**config.mk**
```make
export PLATFORM = sky130hd
export DESIGN_NAME = flow_stream_tx_flat
export DESIGN_NICKNAME = d
export VERILOG_FILES = /design/src/rtl/flow_stream_tx_if.sv /design/src/rtl/flow_stream_tx.sv /design/src/flat_wrapper.sv
export SDC_FILE = /design/constraint.sdc
export NUM_CORES = 1
export LEC_CHECK = 0
export CAP_MARGIN = 20
export CORE_UTILIZATION = 50
export DETAILED_ROUTE_END_ITERATION = 7
export DONT_BUFFER_PORTS = 1
export SLEW_MARGIN = 0
export SYNTH_ARGS = -nofsm -noshare
export SYNTH_HDL_FRONTEND = slang
export SYNTH_SLANG_ARGS = --single-unit
```
**constraint.sdc**
```tcl
create_clock -name CLK -period 4.9 [get_ports CLK]
set_clock_uncertainty 0.15 [all_clocks]
set_input_delay 0.98 -clock CLK [delete_from_list [all_inputs] [get_ports CLK]]
set_output_delay 0.98 -clock CLK [all_outputs]
set_load 0.05 [all_outputs]
```
**src/rtl/flow_stream_tx_if.sv**
```systemverilog
// Valid/ready word stream from flow_stream_tx into the downstream pipeline.
// The master drives valid/data; the slave returns ready.
interface flow_stream_tx_if #(
  parameter int unsigned DATA_W = 8
);
  logic              valid;
  logic              ready;
  logic [DATA_W-1:0] data;

  modport master (output valid, output data, input ready);
  modport slave  (input valid, input data, output ready);
endinterface

```
**src/rtl/flow_stream_tx.sv**
```systemverilog
// Burst source: streams len words from a small write-loaded buffer onto a valid/ready link.
// Define FLOW_TX_LOOP_EN to allow back-to-back bursts with no bubble when start meets the final transfer.
module flow_stream_tx #(
  parameter int unsigned DATA_W = 8,
  parameter int unsigned ADDR_W = 2
) (
  input  logic              CLK,
  input  logic              RESET_n,
  input  logic              wr_en,
  input  logic [ADDR_W-1:0] wr_addr,
  input  logic [DATA_W-1:0] wr_data,
  input  logic              start,
  input  logic [ADDR_W-1:0] start_addr,
  input  logic [ADDR_W:0]   len,
  flow_stream_tx_if.master  tx,
  output logic              busy,
  output logic              done
);

  localparam int unsigned       DEPTH  = 1 << ADDR_W;
  localparam logic [ADDR_W:0]   LenMax = (ADDR_W + 1)'(DEPTH);
  localparam logic [ADDR_W:0]   CntOne = (ADDR_W + 1)'(1);
  localparam logic [ADDR_W-1:0] PtrOne = (ADDR_W)'(1);

  typedef enum logic [1:0] {StIdle, StSend, StDone} state_e;

  state_e            state_q;
  logic [ADDR_W-1:0] ptr_q;
  logic [ADDR_W:0]   cnt_q;
  logic [ADDR_W:0]   eff_len_q;
  logic              valid_q;
  logic [DATA_W-1:0] data_q;
  logic              busy_q;
  logic              done_q;

  logic [DATA_W-1:0] mem [DEPTH];

  logic              mem_we;
  logic              xfer;
  logic              last_word;
  logic              len_nz;
  logic [ADDR_W-1:0] ptr_inc;
  logic [ADDR_W:0]   len_clamped;
  logic [DATA_W-1:0] first_word;

  assign tx.valid = valid_q;
  assign tx.data  = data_q;
  assign busy     = busy_q;
  assign done     = done_q;

  always_comb begin
    mem_we      = wr_en && (state_q == StIdle);
    xfer        = valid_q && tx.ready;
    last_word   = (cnt_q + CntOne) == eff_len_q;
    len_nz      = (len != '0);
    ptr_inc     = ptr_q + PtrOne;
    len_clamped = (len > LenMax) ? LenMax : len;
    // A write landing on the same edge as start must be visible in the first word.
    first_word  = (mem_we && (wr_addr == start_addr)) ? wr_data : mem[start_addr];
  end

  // Buffer contents survive reset on purpose.
  always_ff @(posedge CLK) begin
    if (mem_we) begin
      mem[wr_addr] <= wr_data;
    end
  end

  always_ff @(posedge CLK or negedge RESET_n) begin
    if (!RESET_n) begin
      state_q   <= StIdle;
      ptr_q     <= '0;
      cnt_q     <= '0;
      eff_len_q <= '0;
      valid_q   <= 1'b0;
      data_q    <= '0;
      busy_q    <= 1'b0;
      done_q    <= 1'b0;
    end else begin
      done_q <= 1'b0;
      unique case (state_q)
        StIdle: begin
          if (start) begin
            if (len_nz) begin
              eff_len_q <= len_clamped;
              ptr_q     <= start_addr;
              cnt_q     <= '0;
              data_q    <= first_word;
              valid_q   <= 1'b1;
              busy_q    <= 1'b1;
              state_q   <= StSend;
            end else begin
              done_q  <= 1'b1;
              state_q <= StDone;
            end
          end
        end

        StSend: begin
          if (xfer) begin
            if (!last_word) begin
              ptr_q  <= ptr_inc;
              cnt_q  <= cnt_q + CntOne;
              data_q <= mem[ptr_inc];
            end else begin
`ifdef FLOW_TX_LOOP_EN
              if (start && len_nz) begin
                eff_len_q <= len_clamped;
                ptr_q     <= start_addr;
                cnt_q     <= '0;
                data_q    <= first_word;
                done_q    <= 1'b1;
              end else begin
                valid_q <= 1'b0;
                busy_q  <= 1'b0;
                done_q  <= 1'b1;
                state_q <= StDone;
              end
`else
              valid_q <= 1'b0;
              busy_q  <= 1'b0;
              done_q  <= 1'b1;
              state_q <= StDone;
`endif
            end
          end
        end

        StDone: begin
          state_q <= StIdle;
        end

        default: begin
          state_q <= StIdle;
        end
      endcase
    end
  end

endmodule

```
**src/flat_wrapper.sv**
```systemverilog
// flat-port wrapper written by rule: the top's interface ports become plain ports
module flow_stream_tx_flat 
#(
  parameter int unsigned DATA_W = 8,
  parameter int unsigned ADDR_W = 2
)
  (CLK, RESET_n, wr_en, wr_addr, wr_data, start, start_addr, len, busy, done, tx_valid, tx_data, tx_ready);
  flow_stream_tx_if #(.DATA_W(DATA_W)) tx_i ();
  input  logic CLK;
  input  logic RESET_n;
  input  logic wr_en;
  input  logic [ADDR_W-1:0] wr_addr;
  input  logic [DATA_W-1:0] wr_data;
  input  logic start;
  input  logic [ADDR_W-1:0] start_addr;
  input  logic [ADDR_W:0] len;
  output logic busy;
  output logic done;
  output wire logic [$bits(tx_i.valid)-1:0] tx_valid;
  output wire logic [$bits(tx_i.data)-1:0] tx_data;
  input wire logic [$bits(tx_i.ready)-1:0] tx_ready;
  assign tx_valid = tx_i.valid;
  assign tx_data = tx_i.data;
  assign tx_i.ready = tx_ready;
  flow_stream_tx #(.DATA_W(DATA_W), .ADDR_W(ADDR_W)) u_core (.CLK(CLK), .RESET_n(RESET_n), .wr_en(wr_en), .wr_addr(wr_addr), .wr_data(wr_data), .start(start), .start_addr(start_addr), .len(len), .tx(tx_i), .busy(busy), .done(done));
endmodule
```
==> key figures, run 1 <==
Timing
  • Worst-Margin Slew: around 1.0 ns
  • Final Hold Violating Endpoints: 0
  • PnR worst setup slack: 2.28 ns
  • Setup violations, final: 0
  • Setup TNS: 0 ns
  • RSZ-0062 raised after global routing: false
  • Tcrit/Tclk final: 0.534
  • Max-slew violations: 0
  • Slew HR: 0.327
  • Fmax: between 0.3 and 0.4 GHz
  • Min cycle time layout: 2.62 ns

Logic synthesis
  • Cell area after synthesis: 2640 um2
  • Post-synth top area share: 0.364
  • Post-synth ARST share: 0.385
  • Synth Register Bits: 52
  • Avg Cell Area, Syn: 15.1 um2
  • Synth top area cells: edfxtp_1 (36%), dfrtp_1 (19%), mux4_1 (8.0%)
  • Main flop type after synthesis: edfxtp_1
  • Post-Syn Nets: slightly below 200
  • Synth warnings: 0
  • Count leader, synth: edfxtp_1
  • Post-synth EDFFs: 32
  • Cell taking the most area after synthesis: edfxtp_1
  • Commonest cells post-synth: edfxtp_1 (32), dfrtp_1 (20), nor2_1 (19)
  • Sequential share of the synthesized area: 0.553
  • Mapped Cells: 175
  • Cell variety after synth: 47

Clock network
  • H-tree levels: 2
  • TritonCTS Sinks: 52
  • # hold bufs at CTS: 0
  • CTS tree: done
  • Post-CTS Setup Bufs: 0
  • CTS max path bufs: 2
  • Worst-path clk slew: 0.09 ns
  • TritonCTS buffer count: 5
  • CTS root buffer: clkbuf_8
  • Worst-Skew Late Latency: 0.30 ns
  • Post_cts resized: 0

Setup path
  • CP max FO: 10
  • Crit path capture type: flop
  • Worst reg2reg path startpoint: u_core.cnt_q[0]
  • CP endpoint: u_core.tx.data[7]
  • Worst setup SP type: flop
  • Data arrival, critical path: approximately 2.7 ns
  • Worst setup path start: u_core.cnt_q[0]
  • Critical path data required time: 4.94 ns
  • R2R depth: 5
  • CP Class: reg2reg
  • Reg2reg end: u_core.tx.data[7]
  • Reg-to-reg slack, setup: ~2.3 ns

Finish
  • # nets final: between 150 and 200
  • Inserted Diodes: 0
  • Layout Utilization: 0.535
  • Area grow syn2layout: 3.36%
  • Share of layout cells above drive strength 1: 0.127
  • Fill cells: 439
  • Post-Layout Cell Count: between 200 and 250

Floorplan
  • Die Span Y: around 75 um
  • Core Region: 5110 um2
  • Die area: 5580 um2
  • Starting Density: 0.517
  • Die width: 74.7 um
  • FP Rows: 26
  • Io pins: 31

Global routing
  • Number of global-route vias before repair: about 1,600
  • First-pass GRT wire length: 8.37 mm
  • Pin count of the biggest net entering global routing: 21
  • Initial antenna violation count: 0
  • Total Routing Usage GR: 0.215
  • GRT overflow: 0

Place
  • Pre-CTS WS: 2.01 ns
  • Gpl congestion: 0.792
  • I/O Buffers: 0
  • Dpl hpwl: 3.61 mm
  • Placed cell count: 235

Flow run
  • Max-Cap Viols: 0

Pwr
  • PwrDens: ~580 nW/um2
  • Static leakage: 1.00 nW
  • Worst vdd ir: around 0.24 mV

Route
  • DR iter-0 viols: between 60 and 70
  • 1st-pass router iterations: 4
  • Vias: 1,579
  • WL per Instance: 21.9 um
  • DRC: 0
  • Post-route ant nets: 0
  • Via/cell ratio: 6.50
  • Routed WL: ~5.3 mm

Hold path
  • HP Class: in2async

Run status
  • Status: completed
[critical path: stages, from the launching register on]
cell      delay [ns]
dfrtp_1         0.42
ha_1            0.22
xor3_1          0.45
or4b_1          0.70
nand2b_4        0.25
mux2_4          0.31
[state kept, by name, summed over array words and instances (netlist names)]
register	flops
u_core.cnt_q	3
u_core.done	1
u_core.eff_len_q	3
u_core.mem	32
u_core.ptr_q	2
u_core.state_q	2
u_core.tx.data	8
u_core.tx.valid	1
[per-layer routing]
metal | wire length (um) | vias to the layer above | share of wire | track usage
met1 | 2220 | 815 | 0.42 | 0.260
met4 | 89 | 0 | 0.017 | 0.0755
li1 | - | 713 | - | -
met5 | 0 | - | 0 | 0
met2 | 2770 | 41 | 0.52 | 0.381
met3 | 239 | 10 | 0.045 | 0.0442
[placed cells by master, fill, tap and decap left out, types with 2 or more instances in the layout]
master	instances
o41ai_1	2
mux4_1	8
clkbuf_8	5
nand2_1	4
a22o_1	4
nor2_1	19
o21ai_0	3
nor4_1	2
nor3b_1	2
nor3_1	4
inv_1	2
edfxtp_1	32
o31a_2	3
buf_4	2
mux4_2	8
or2b_1	2
o22a_1	2
xor2_1	3
a211o_1	9
nor2b_1	2
a32o_1	8
o31a_1	4
clkinv_1	2
dfrtp_1	20
[metrics by stage]
step	area [um2]	hold WS, ns	total power, W
2_1_floorplan	2640	0.320	0.00128
3_3_place_gp	2640	0.339	0.00134
3_5_place_dp	2650	0.345	0.00136
4_1_cts	2730	0.202	0.00158
5_1_grt	2730	0.191	0.00167
6_report	2730	0.212	0.00157
[where the power goes]
| part | switching [W] | internal (W) | total (W) |
|---|---|---|---|
| sequential | 0.000249 | 0.000557 | 0.000805 |
| combinational | 0.000261 | 0.000278 | 0.000539 |
| clock | 0.000131 | 0.0000977 | 0.000229 |
| total | 0.000640 | 0.000932 | 0.00157 |
[final cells by class]
type | instances | area (um2) | area share
Clock inverter | 2 | 7.51 | 0.00275
Multi-Input combinational cell | 109 | 1080 | 0.395
Inverter | 2 | 7.51 | 0.00275
Clock buffer | 6 | 72.6 | 0.0266
Sequential cell | 52 | 1460 | 0.535
Timing Repair Buffer | 2 | 15.0 | 0.00550
Tap cell | 70 | 87.6 | 0.0321
[kinds of logic (layout without fill, tap and decap cells)]
group / count (synthesis) / in the layout / share of synthesized area
and+or+nand+nor: 44 / 44 / 0.0900
muxes: 17 / 17 / 0.153
DFF: 52 / 52 / 0.553
AOI/OAI and AO/OA: 42 / 42 / 0.138
buffers and inverters: 14 / 12 / 0.0383
xor gates and xnor gates: 5 / 5 / 0.0223
adders and majority gates: 1 / 1 / 0.00473
[worst min path at each step]
stage,from,end,slack (ns),cells past startpoint
after floorplan,u_core.cnt_q[1],u_core.cnt_q[1],0.32,1
after global placement,u_core.cnt_q[1],u_core.cnt_q[1],0.34,1
after detailed placement,u_core.cnt_q[1],u_core.cnt_q[1],0.34,1
after CTS,RESET_n,u_core.tx.data[0],0.20,0
after global routing,RESET_n,u_core.tx.data[0],0.19,0
final,RESET_n,u_core.ptr_q[0],0.21,0
No activity file was read; power rests on OpenSTA's default activity.
==> inputs of run 2 (changes only) <==
- clock period: 4.9 -> 2.7 ns (I/O delays scaled with it)
==> key figures, run 2 (same netlist as run 1, synthesis figures left out) <==
Clock network
  • TritonCTS Sinks: 52 (unchanged)
  • TritonCTS buffer count: 5 (unchanged)
  • Post-CTS Setup Bufs: 0 (unchanged)
  • # hold bufs at CTS: 1 (+1)
  • CTS tree: done
  • CTS max path bufs: 2 (unchanged)
  • Post_cts resized: 0 (unchanged)
  • Worst-Skew Late Latency: 0.30 ns (about the same)
  • CTS root buffer: clkbuf_8
  • H-tree levels: 2 (unchanged)
  • Worst-path clk slew: 0.09 ns (about the same)

Place
  • Gpl congestion: 0.790 (-0.27%)
  • Pre-CTS WS: 0.294 ns (-1.71 ns)
  • I/O Buffers: 0 (unchanged)
  • Dpl hpwl: 3.98 mm (+10%)

Run status
  • Status: completed

Finish
  • Area grow syn2layout: 6.39%
  • Largest register by flop count: u_core.mem
  • Area occupied by multi-input gates: 1080 um2 (unchanged)
  • Commonest non-fill, non-tap cell in the layout: edfxtp_1
  • Max reg flops: 32 (unchanged)
  • Layout Utilization: 0.550 (+0.0157)
  • Share of layout cells above drive strength 1: 0.180 (+0.0532)
  • Inserted Diodes: 0 (unchanged)
  • Commonest non-fill, non-tap cells in the layout: edfxtp_1 (32), dfrtp_1 (20), nor2_1 (19), buf_4 (11), a211o_1 (9)
  • Fill cells: 430 (-2.1%)
  • # nets final: 203 (+5.2%)
  • Reg area: 1460 um2 (unchanged)

Pwr
  • Switch share: 0.406 (-0.00148)
  • Flop pwr share: 0.472 (-0.040)
  • Worst vdd ir: 0.456 mV (+87%)
  • Gate power share: 0.386 (+0.044)
  • NetSw: 0.00120 W (+87%)
  • Static leakage: 1.05 nW (+5.1%)
  • Clock share of power: 0.142 (-0.004)
  • Cell-internal power: 0.00175 W (+88%)
  • PwrDens: 1050 nW/um2 (+82%)

Floorplan
  • Die width: 74.7 um (unchanged)
  • FP Rows: 26 (unchanged)
  • Io pins: 31 (unchanged)
  • Die Span Y: 74.7 um (unchanged)
  • Die area: 5580 um2 (unchanged)
  • Starting Density: 0.517 (unchanged)
  • Core Region: 5110 um2 (unchanged)

Global routing
  • Pin count of the biggest net entering global routing: 21 (unchanged)
  • First-pass GRT wire length: 8.67 mm (+3.6%)
  • Number of global-route vias before repair: 1,739 (+7.5%)
  • Initial antenna violation count: 0 (unchanged)
  • Total Routing Usage GR: 0.222 (+0.00724)
  • GRT overflow: 0 (unchanged)

Timing
  • Tcrit/Tclk final: 0.886 (+0.352)
  • Worst-Margin Slew: 0.947 ns (-0.0602 ns)
  • Final Hold Violating Endpoints: 0 (unchanged)
  • WHS: 0.170 ns (-0.0417 ns)
  • RSZ-0062 raised after global routing: false
  • Setup TNS: 0 ns (unchanged)
  • Fmax: 0.418 GHz (+9.4%)
  • Min cycle time layout: 2.39 ns (-0.224 ns)
  • Setup violations, final: 0 (unchanged)
  • PnR worst setup slack: 0.307 ns (-1.98 ns)
  • Slew HR: 0.366 (+0.0394)
  • Max-slew violations: 0 (unchanged)

Route
  • Via/cell ratio: 6.42 (-1.2%)
  • Vias: 1,624 (+2.8%)
  • WL per Instance: 22.2 um (+1.5%)
  • DR iter-0 viols: 104 (+55%)
  • Post-route ant nets: 0 (unchanged)
  • DRC: 0 (unchanged)
  • 1st-pass router iterations: 4 (unchanged)
  • Routed WL: 5.61 mm (+5.6%)

Setup path
  • Critical path data required time: 2.74 ns (-2.20 ns)
  • CP max FO: 10 (unchanged)
  • Crit-path cells: ha_1, xor3_1, or4b_1, nand2b_4, mux2_4
  • Worst setup SP type: flop
  • Worst path slowest cell: or4b_1
  • CP Class: reg2reg
  • Worst path bufs/invs: 0 (unchanged)
  • CP peak stage delay: 0.56 ns (-0.14 ns)
  • Data arrival, critical path: 2.44 ns (-0.21 ns)
  • Crit path capture type: flop
  • Crit path max-delay family: simple AND/OR/NAND/NOR gates

Flow run
  • Max-Cap Viols: 0 (unchanged)

Hold path
  • HP Class: in2reg
-- run 2: layout make-up --
| cell class | count | share of cell area |
|---|---|---|
| Sequential cell | 52 | 0.520 |
| Multi-Input combinational cell | 109 | 0.384 |
| Timing Repair Buffer | 12 | 0.0329 |
| Tap cell | 70 | 0.0312 |
| Clock buffer | 5 | 0.0245 |
| Clock inverter | 3 | 0.00490 |
| Inverter | 2 | 0.00267 |
-- run 2: worst paths after layout --
path	startpoint	to	slack [ns]	cells past startpoint
worst max-delay path	u_core.cnt_q[0]	u_core.tx.data[7]	0.31	5
worst min-delay path	len[0]	u_core.state_q[1]	0.17	1
worst max register to register	u_core.cnt_q[0]	u_core.tx.data[7]	0.31	5
worst min register to register	u_core.cnt_q[1]	u_core.cnt_q[1]	0.37	1
max in group asynchronous	RESET_n	u_core.tx.data[0]	1.14	1
min in group asynchronous	RESET_n	u_core.state_q[1]	0.67	1
-- run 2: power by group through the flow --
| stage | combinational [W] | clock, W | sequential (W) |
|---|---|---|---|
| after floorplan | 0.000967 | 0 | 0.00136 |
| after global placement | 0.00110 | 0 | 0.00140 |
| after detailed placement | 0.00113 | 0 | 0.00141 |
| after CTS | 0.00114 | 0.000432 | 0.00139 |
| after global routing | 0.00124 | 0.000459 | 0.00141 |
| final | 0.00114 | 0.000418 | 0.00139 |
-- run 2: per-layer routing --
layer	up-vias	track usage	share of wire
met5	-	0	0
met4	0	0.0692	0.0086
met3	10	0.0482	0.035
met2	37	0.406	0.54
met1	846	0.260	0.41
li1	731	-	-
-- run 2: worst reg2reg max path: stages, from the launching register on --
cell      delay (ns)
dfrtp_1         0.43
ha_1            0.21
xor3_1          0.44
or4b_1          0.56
nand2b_4        0.19
mux2_4          0.31
-- run 2: stage by stage --
step / area, um2 / cells / power, W
floorplan: 2640 / 175 / 0.00232
global placement: 2720 / 244 / 0.00250
detailed placement: 2720 / 244 / 0.00254
CTS: 2810 / 253 / 0.00297
global route: 2810 / 253 / 0.00312
finish: 2810 / 253 / 0.00294
